[src/rtl/alu_pkg.sv]
// Shared definitions for the ALU execution responder: opcodes, FSM states, defaults.
// Optional overflow flag is enabled by defining ALU_EXEC_OVF_EN.
package alu_pkg;

  localparam int WIDTH_DEFAULT = 6;

  localparam logic [1:0] OP_ADD = 2'b00;
  localparam logic [1:0] OP_SUB = 2'b01;
  localparam logic [1:0] OP_AND = 2'b10;
  localparam logic [1:0] OP_OR  = 2'b11;

  typedef enum logic [1:0] {
    IDLE = 2'd0,
    EXEC = 2'd1,
    RESP = 2'd2
  } state_t;

endpackage

[src/rtl/alu_exec_core.sv]
// Combinational ALU core: result and carry/borrow for ADD/SUB/AND/OR.
// Defining ALU_EXEC_OVF_EN adds the signed-overflow output OF.
module alu_exec_core
  import alu_pkg::*;
#(
  parameter int WIDTH = WIDTH_DEFAULT
) (
  input  logic [WIDTH-1:0] a,
  input  logic [WIDTH-1:0] b,
  input  logic [1:0]       op,
  output logic [WIDTH-1:0] result,
  output logic             CF
`ifdef ALU_EXEC_OVF_EN
  ,
  output logic             OF
`endif
);

  logic [WIDTH:0] ext;

  always_comb begin
    ext    = '0;
    result = '0;
    CF     = 1'b0;
    case (op)
      OP_ADD: begin
        ext    = {1'b0, a} + {1'b0, b};
        result = ext[WIDTH-1:0];
        CF     = ext[WIDTH];
      end
      OP_SUB: begin
        // The extra top bit of a zero-extended subtraction is the unsigned borrow.
        ext    = {1'b0, a} - {1'b0, b};
        result = ext[WIDTH-1:0];
        CF     = ext[WIDTH];
      end
      OP_AND: result = a & b;
      default: result = a | b;
    endcase
  end

`ifdef ALU_EXEC_OVF_EN
  always_comb begin
    OF = 1'b0;
    case (op)
      OP_ADD: OF = (a[WIDTH-1] == b[WIDTH-1]) & (result[WIDTH-1] != a[WIDTH-1]);
      OP_SUB: OF = (a[WIDTH-1] != b[WIDTH-1]) & (result[WIDTH-1] != a[WIDTH-1]);
      default: OF = 1'b0;
    endcase
  end
`endif

endmodule

[src/rtl/alu_exec_responder.sv]
// Command/response wrapper around alu_exec_core with a fixed EXEC latency.
// Defining ALU_EXEC_OVF_EN adds the registered overflow flag output OF.
module alu_exec_responder
  import alu_pkg::*;
#(
  parameter int WIDTH   = WIDTH_DEFAULT,
  parameter int LATENCY = 2
) (
  input  logic             clk,
  input  logic             reset,
  input  logic             cmd_valid,
  output logic             cmd_ready,
  input  logic [WIDTH-1:0] a,
  input  logic [WIDTH-1:0] b,
  input  logic [1:0]       op,
  output logic             rsp_valid,
  input  logic             rsp_ready,
  output logic [WIDTH-1:0] result,
  output logic             SF,
  output logic             CF,
  output logic             ZF,
  output logic             gt_zero_flag,
  output logic             busy
`ifdef ALU_EXEC_OVF_EN
  ,
  output logic             OF
`endif
);

  localparam int CW = (LATENCY > 1) ? $clog2(LATENCY) : 1;

  generate
    if (LATENCY < 1) begin : g_bad_latency
      $error("alu_exec_responder: LATENCY must be >= 1");
    end
  endgenerate

  state_t           state;
  state_t           state_nxt;
  logic [WIDTH-1:0] a_q;
  logic [WIDTH-1:0] b_q;
  logic [1:0]       op_q;
  logic [CW-1:0]    cnt;
  logic [WIDTH-1:0] core_result;
  logic             core_cf;
`ifdef ALU_EXEC_OVF_EN
  logic             core_of;
`endif

  alu_exec_core #(
    .WIDTH(WIDTH)
  ) u_core (
    .a      (a_q),
    .b      (b_q),
    .op     (op_q),
    .result (core_result),
    .CF     (core_cf)
`ifdef ALU_EXEC_OVF_EN
    ,
    .OF     (core_of)
`endif
  );

  always_ff @(posedge clk) begin
    if (reset) state <= IDLE;
    else       state <= state_nxt;
  end

  always_comb begin
    state_nxt = state;
    case (state)
      IDLE:    if (cmd_valid) state_nxt = EXEC;
      EXEC:    if (cnt == '0) state_nxt = RESP;
      RESP:    if (rsp_ready) state_nxt = IDLE;
      default: state_nxt = IDLE;
    endcase
  end

  always_comb begin
    cmd_ready = (state == IDLE);
    rsp_valid = (state == RESP);
    busy      = (state != IDLE);
  end

  // Result and flags are only written on the last EXEC cycle, so they hold through RESP and IDLE.
  always_ff @(posedge clk) begin
    if (reset) begin
      a_q          <= '0;
      b_q          <= '0;
      op_q         <= '0;
      cnt          <= '0;
      result       <= '0;
      SF           <= 1'b0;
      CF           <= 1'b0;
      ZF           <= 1'b0;
      gt_zero_flag <= 1'b0;
`ifdef ALU_EXEC_OVF_EN
      OF           <= 1'b0;
`endif
    end else if (state == IDLE && cmd_valid) begin
      a_q  <= a;
      b_q  <= b;
      op_q <= op;
      cnt  <= CW'(LATENCY - 1);
    end else if (state == EXEC) begin
      if (cnt == '0) begin
        result       <= core_result;
        CF           <= core_cf;
        SF           <= core_result[WIDTH-1];
        ZF           <= (core_result == '0);
        gt_zero_flag <= ~core_result[WIDTH-1] & (core_result != '0);
`ifdef ALU_EXEC_OVF_EN
        OF           <= core_of;
`endif
      end else begin
        cnt <= cnt - 1'b1;
      end
    end
  end

endmodule

[config.mk]
export PLATFORM = sky130hd
export DESIGN_NAME = alu_exec_responder
export DESIGN_NICKNAME = d
export VERILOG_FILES = /design/src/rtl/alu_pkg.sv /design/src/rtl/alu_exec_core.sv /design/src/rtl/alu_exec_responder.sv
export SDC_FILE = /design/constraint.sdc
export NUM_CORES = 1
export LEC_CHECK = 0
export CAP_MARGIN = 30
export CORE_MARGIN = 5
export CORE_UTILIZATION = 45
export CTS_BUF_LIST = sky130_fd_sc_hd__clkbuf_16
export CTS_CLUSTER_DIAMETER = 120
export DETAILED_ROUTE_END_ITERATION = 12
export PLACE_DENSITY_LB_ADDON = 0.3
export SYNTH_ARGS = -nofsm -noshare
export SYNTH_HDL_FRONTEND = slang
export SYNTH_SLANG_ARGS = --single-unit
export TNS_END_PERCENT = 5
[constraint.sdc]
create_clock -name clk -period 3.3 [get_ports clk]
set_input_delay 0.825 -clock clk [delete_from_list [all_inputs] [get_ports clk]]
set_output_delay 0.825 -clock clk [all_outputs]
set_load 0.01 [all_outputs]
==> metrics.json, run 1 <==
{
  "cts": {
    "numClockSinks": 26,
    "clock_transition_at_the_register_clock_pins_on_the_worst_setup_and_hold_paths_after_cts_ns": 0.06,
    "cts_tree": "yes",
    "cts_buffer_depth": 2,
    "cts.repair.resized": 0,
    "cts.root.buffer_cell": "clkbuf_16",
    "cts.htree.levels": 1,
    "total_setup_buffers_inserted_after_cts": 0,
    "cts_hold_buffers": 0,
    "clk_latency_ns": 0.26,
    "numCtsBuffers": 3
  },
  "worst_setup_path": {
    "worst-path-buf-inv": 2,
    "critPathTopFamily": "adder cells",
    "cpPeakStageDelay_ns": 0.49,
    "most_prevalent_standard_cell_on_the_critical_path": "inv_1",
    "critical_path.cell_chain": "inv_1 > ha_1 > inv_1 > fa_1 > mux4_2 > a211oi_2 > nand2_1 > or3_1 > o32ai_2",
    "worstSetupPathType": "reg -> reg",
    "critical_path.max_fanout": 3,
    "worstPathRequired_ns": 3.47,
    "critical_path.slowest_cell": "mux4_2",
    "worstSetupStartpointType": "flop",
    "setup.worst_path.end_class": "flop",
    "worstPathArrival_ns": 2.61
  },
  "sta": {
    "setup_total_negative_slack_ns": 0,
    "final_period_minus_worst_setup_slack_ns": 2.445,
    "slew_violations": 0,
    "hold_vio_cnt_final": 0,
    "timing.slew.headroom": 0.4668,
    "setup-violations-final": 0,
    "max_slew.worst_pin.slew_ns": 0.7987,
    "max_freq_ghz": 0.4091,
    "layout_worst_path_cycle_share": 0.7408,
    "rsz_0062_raised_after_global_routing": "no",
    "fin_worst_skew_ns": 0.003221
  },
  "synthesis": {
    "yosysTopAreaCellShare": 0.2999,
    "yosys-top-cells-area": "dfxtp_1, ha_1, a21oi_1",
    "unique_masters_post_synth": 44,
    "postSynthRegisterBits": 26,
    "synth_top_area_cell": "dfxtp_1",
    "syn_inst": 220,
    "synth.avg_cell_area_um2": 7.888,
    "ys_dominant_reg_cell": "dfxtp_1",
    "sequential_to_total_area_share_from_yosys_stat": 0.2999,
    "synth-edff-count": 0,
    "synth_nets": 258,
    "synth.yosys.warnings": 0,
    "syn-cell-area_um2": 1735,
    "synthArstFlopShare": 0
  },
  "finish": {
    "layout.area.seq_um2": 520.5,
    "insertedDiodeCount": 0,
    "final_common_cell": "nand2_1",
    "multiInputGateArea_um2": 1064,
    "syn2layout_area_growth_pct": 21.34,
    "layout-drive-gt1-share": 0.04149,
    "utilization": 0.5709,
    "finalNetCount": 281,
    "mostFrequentLayoutCells": "nand2_1, clkdlybuf4s50_1, a21oi_1",
    "n_fill_cell": 357
  },
  "placement": {
    "hpwl_mm": 2.630,
    "globalplace.congestion": 0.8660,
    "numPortBuffers": 30
  },
  "grt": {
    "grt_pass1_wl_mm": 5.685,
    "first_global_vias": 1282,
    "antenna_found_initial": 0,
    "gr-usage-all-layers": 0.1337,
    "grt_start_max_net_pins": 28,
    "grt.overflow.total": 0
  },
  "die": {
    "placementRows": 22,
    "die_area_um2": 5198,
    "die_w_um": 72.10,
    "start_util": 0.4705,
    "design.portCount": 31,
    "fp.dieH_um": 72.10,
    "core_area_um2": 3689
  },
  "power_and_ir_drop": {
    "power_density_nw_per_um2": 405.9,
    "ir_drop_mv": 0.2141,
    "power_leakage_uw": 0.0007970
  },
  "detailed_routing": {
    "drt_pass1_iterations": 4,
    "ant_nets": 0,
    "route.detailed.drc": 0,
    "vias_per_cell": 5.183,
    "dr_total_vias": 1498,
    "detail_route.wl_per_cell_um": 12.07,
    "finalWirelength_mm": 3.488,
    "first_iter_violations": 30
  },
  "worst_hold_path": {
    "min-delay-path-class": "reg -> reg"
  },
  "run": {
    "cap_violations": 0
  },
  "run_status": {
    "status": "completed"
  }
}
## synthesized netlist by cell type, types with 2 or more instances
library cell / number
ha_1: 18
nor3_1: 9
buf_6: 2
nor2b_1: 6
o21ai_0: 6
nand4b_1: 2
a211oi_1: 3
and2_0: 2
nand3b_1: 2
inv_1: 21
nand2_1: 36
a21oi_1: 28
o31ai_1: 2
dfxtp_1: 26
o211ai_1: 2
or3_1: 2
nand2b_1: 4
clkbuf_1: 7
fa_1: 2
buf_4: 2
nor2_1: 15
## through the flow
| stage | total power [uW] | std cells | area (um2) | hold slack (ns) | worst slack, ns |
|---|---|---|---|---|---|
| after floorplan | 522.7 | 220 | 1735 | 0.4480 | 1.003 |
| after global routing | 902.6 | 289 | 2106 | 0.4795 | 0.6940 |
| after detailed placement | 597.4 | 286 | 2031 | 0.4529 | 0.8600 |
| after CTS | 862.6 | 289 | 2106 | 0.4618 | 0.8489 |
| final | 854.7 | 289 | 2106 | 0.4590 | 0.8553 |
| after global placement | 590.3 | 286 | 2031 | 0.4474 | 0.9552 |
## worst reg2reg max path: stages, from the launching register on
cell and delay, ns:
dfxtp_1 0.35, inv_1 0.07, ha_1 0.21, inv_1 0.07, fa_1 0.41, mux4_2 0.49
a211oi_2 0.15, nand2_1 0.09, or3_1 0.32, o32ai_2 0.19
## per-layer routing
| metal | routed length [um] | track usage | up-vias |
|---|---|---|---|
| met4 | 29 | 0.03967 | 0 |
| met2 | 1662 | 0.2295 | 38 |
| met1 | 1598 | 0.1710 | 671 |
| met5 | 0 | 0 | - |
| met3 | 197 | 0.02216 | 4 |
| li1 | - | - | 785 |
## cell families after synthesis
group                    Yosys count  share of synthesized area
XOR/XNOR                           1                   0.005048
buffers and inverters             34                    0.08724
adder cells (fa/ha/maj)           20                     0.1529
AO/OA/AOI/OAI                     52                     0.1968
AND/OR/NAND/NOR                   85                     0.2394
multiplexers                       2                    0.01874
flip-flops                        26                     0.2999
## sequential cells by signal, summed over array words and instances (netlist names)
name	flops
a_q	6
b_q	6
result	6
op_q	2
state	2
CF	1
ZF	1
cnt	1
gt_zero_flag	1
## final cells by class
type                       count  share of cell area
multi-input combinational    160              0.5051
sequential                    26              0.2472
timing repair buffer          31              0.1462
inverter                      21             0.03743
clock buffer                   3             0.03565
tap                           48             0.02852
## path summary, 6_finish.rpt
path                           from                      to  slack [ns]  cells past startpoint
max             a_q[0]$_SDFFE_PP0P_         ZF$_SDFFE_PP0P_        0.86                      9
min          result[1]$_SDFFE_PP0P_  result[1]$_SDFFE_PP0P_        0.46                      2
max reg2reg     a_q[0]$_SDFFE_PP0P_         ZF$_SDFFE_PP0P_        0.86                      9
min reg2reg  result[1]$_SDFFE_PP0P_  result[1]$_SDFFE_PP0P_        0.46                      2
## power breakdown
group          internal (uW)  leakage, uW  switching (uW)  total [uW]
registers                337     0.000213            26.4         363
logic                    110     0.000547             116         227
clock network            160    0.0000370             104         265
Power figures use the tool's default switching activity.
==> run 2: changes to the inputs <==
==> constraint.sdc (replaced) <==
create_clock -name clk -period 2.5 [get_ports clk]
set_input_delay 0.625 -clock clk [delete_from_list [all_inputs] [get_ports clk]]
set_output_delay 0.625 -clock clk [all_outputs]
set_load 0.01 [all_outputs]
==> metrics.json, run 2 (same netlist as run 1, synthesis figures left out) <==
{
  "worst_setup_path": {
    "worstSetupPathType": "reg -> reg",
    "worstSetupStartpointType": "flop",
    "worstPathRequired": {"value": 2.68, "unit": "ns", "change": "-0.79 ns"},
    "worstPathArrival": {"value": 2.55, "unit": "ns", "change": "-0.06 ns"},
    "critical_path.max_fanout": {"value": 3, "change": "unchanged"},
    "setup.worst_path.end_class": "flop"
  },
  "finish": {
    "final_common_cell": "nand2_1",
    "top_regs": "a_q x6, b_q x6, result x6",
    "syn2layout_area_growth_pct": 24.59,
    "layout-drive-gt1-share": {"value": 0.08065, "change": "+0.03915"},
    "n_fill_cell": {"value": 353, "change": "-1.1%"},
    "mostFrequentLayoutCells": "nand2_1, clkdlybuf4s50_1, a21oi_1",
    "layout.area.seq": {"value": 523.0, "unit": "um2", "change": "+0.48%"},
    "multiInputGateArea": {"value": 1069, "unit": "um2", "change": "+0.47%"},
    "finalInstanceArea": {"value": 2162, "unit": "um2", "change": "+2.7%"},
    "insertedDiodeCount": {"value": 0, "change": "unchanged"},
    "finalNetCount": {"value": 287, "change": "+2.1%"}
  },
  "placement": {
    "detailed_place.area": {"value": 2068, "unit": "um2", "change": "+1.8%"},
    "hpwl": {"value": 2.657, "unit": "mm", "change": "+1.0%"},
    "numPortBuffers": {"value": 30, "change": "unchanged"},
    "globalplace.congestion": {"value": 0.8619, "change": "-0.47%"}
  },
  "sta": {
    "rsz_0062_raised_after_global_routing": "no",
    "layout_worst_path_cycle_share": {"value": 0.9502, "change": "+0.2094"},
    "final_period_minus_worst_setup_slack": {"value": 2.376, "unit": "ns", "change": "-0.06914 ns"},
    "slew_violations": {"value": 0, "change": "unchanged"},
    "timing.slew.headroom": {"value": 0.5954, "change": "+0.1286"},
    "max_slew.worst_pin.slew": {"value": 0.6061, "unit": "ns", "change": "-0.1926 ns"},
    "max_freq": {"value": 0.4210, "unit": "GHz", "change": "+2.9%"},
    "setup-violations-final": {"value": 0, "change": "unchanged"},
    "fin_worst_skew": {"value": 0.005521, "unit": "ns", "change": "+0.002301 ns"},
    "hold_vio_cnt_final": {"value": 0, "change": "unchanged"},
    "setup_total_negative_slack": {"value": 0, "unit": "ns", "change": "unchanged"}
  },
  "grt": {
    "grt.overflow.total": {"value": 0, "change": "unchanged"},
    "gr-usage-all-layers": {"value": 0.1357, "change": "+0.001964"},
    "first_global_vias": {"value": 1372, "change": "+7.0%"},
    "grt_pass1_wl": {"value": 5.885, "unit": "mm", "change": "+3.5%"},
    "antenna_found_initial": {"value": 0, "change": "unchanged"},
    "grt_start_max_net_pins": {"value": 22, "change": "-21%"}
  },
  "cts": {
    "cts_hold_buffers": {"value": 0, "change": "unchanged"},
    "cts_tree": "yes",
    "clk_latency": {"value": 0.26, "unit": "ns", "change": "about the same"},
    "cts.root.buffer_cell": "clkbuf_16",
    "numClockSinks": {"value": 26, "change": "unchanged"},
    "cts.htree.levels": {"value": 1, "change": "unchanged"},
    "numCtsBuffers": {"value": 3, "change": "unchanged"},
    "cts_buffer_depth": {"value": 2, "change": "unchanged"},
    "clock_transition_at_the_register_clock_pins_on_the_worst_setup_and_hold_paths_after_cts": {"value": 0.07, "unit": "ns", "change": "about the same"}
  },
  "detailed_routing": {
    "detail_route.wl_per_cell": {"value": 11.46, "unit": "um", "change": "-5.1%"},
    "drt_pass1_iterations": {"value": 6, "change": "+2"},
    "finalWirelength": {"value": 3.391, "unit": "mm", "change": "-2.8%"},
    "vias_per_cell": {"value": 4.986, "change": "-3.8%"},
    "first_iter_violations": {"value": 29, "change": "-3.3%"},
    "dr_total_vias": {"value": 1476, "change": "-1.5%"},
    "ant_nets": {"value": 0, "change": "unchanged"},
    "route.detailed.drc": {"value": 0, "change": "unchanged"}
  },
  "run": {
    "cap_violations": {"value": 0, "change": "unchanged"}
  },
  "power_and_ir_drop": {
    "post-layout-total-power": {"value": 1142, "unit": "uW", "change": "+34%"},
    "ir_drop": {"value": 0.2445, "unit": "mV", "change": "+14%"},
    "power_leakage": {"value": 0.0008281, "unit": "uW", "change": "+3.9%"},
    "power_density": {"value": 528.4, "unit": "nW/um2", "change": "+30%"}
  },
  "die": {
    "core_area": {"value": 3689, "unit": "um2", "change": "unchanged"},
    "die_w": {"value": 72.10, "unit": "um", "change": "unchanged"},
    "fp.dieH": {"value": 72.10, "unit": "um", "change": "unchanged"},
    "design.portCount": {"value": 31, "change": "unchanged"},
    "die_area": {"value": 5198, "unit": "um2", "change": "unchanged"},
    "start_util": {"value": 0.4705, "change": "unchanged"},
    "placementRows": {"value": 22, "change": "unchanged"}
  },
  "run_status": {
    "status": "completed"
  },
  "worst_hold_path": {
    "min-delay-path-class": "reg -> reg"
  }
}
-- run 2: power by group --
group | total, uW | switching [uW] | internal (uW)
clock | 353 | 139 | 214
sequential | 476 | 30.2 | 445
combinational | 313 | 158 | 156
total | 1140 | 327 | 815
-- run 2: per-stage QoR --
step / instances / hold slack (ns) / worst slack, ns / util
final: 296 / 0.4543 / 0.1245 / 0.5862
after CTS: 295 / 0.4566 / 0.08140 / 0.5821
after detailed placement: 291 / 0.4476 / 0.09466 / 0.5607
after global routing: 296 / 0.4865 / 0.02064 / 0.5862
after global placement: 291 / 0.4484 / 0.1552 / 0.5607
after floorplan: 220 / 0.4480 / 0.2030 / -
-- run 2: worst max-delay path, stage by stage (launching register included) --
cell      delay, ns
dfxtp_2        0.34
inv_1          0.06
ha_2           0.18
inv_1          0.07
fa_2           0.42
mux4_2         0.48
a211oi_2       0.15
nand2_1        0.09
or3_1          0.33
o32ai_2        0.19
-- run 2: metal layers --
layer | GRT usage | vias up | wire, um
met1 | 0.1821 | 651 | 1637
li1 | - | 793 | -
met2 | 0.2265 | 30 | 1590
met3 | 0.02355 | 2 | 153
met4 | 0.03132 | 0 | 10
met5 | 0 | - | 0
-- run 2: final timing paths --
path / startpoint / to / slack, ns / cells past startpoint
setup reg to reg: a_q[0]$_SDFFE_PP0P_ / ZF$_SDFFE_PP0P_ / 0.12 / 9
hold / removal: CF$_SDFFE_PP0P_ / CF$_SDFFE_PP0P_ / 0.45 / 2
hold reg to reg: CF$_SDFFE_PP0P_ / CF$_SDFFE_PP0P_ / 0.45 / 2
setup / recovery: a_q[0]$_SDFFE_PP0P_ / ZF$_SDFFE_PP0P_ / 0.12 / 9
-- run 2: final cells by class --
class | count | share of cell area
multi-input combinational | 160 | 0.4942
clock buffer | 3 | 0.03472
sequential | 26 | 0.2419
timing repair buffer | 37 | 0.1632
inverter | 21 | 0.03646
clock inverter | 1 | 0.001736
tap | 48 | 0.02778
-- run 2: timing repair --
action,CTS,global route
resized for setup,0,4
endpoints found under the setup margin,0,1
buffers inserted,0,1
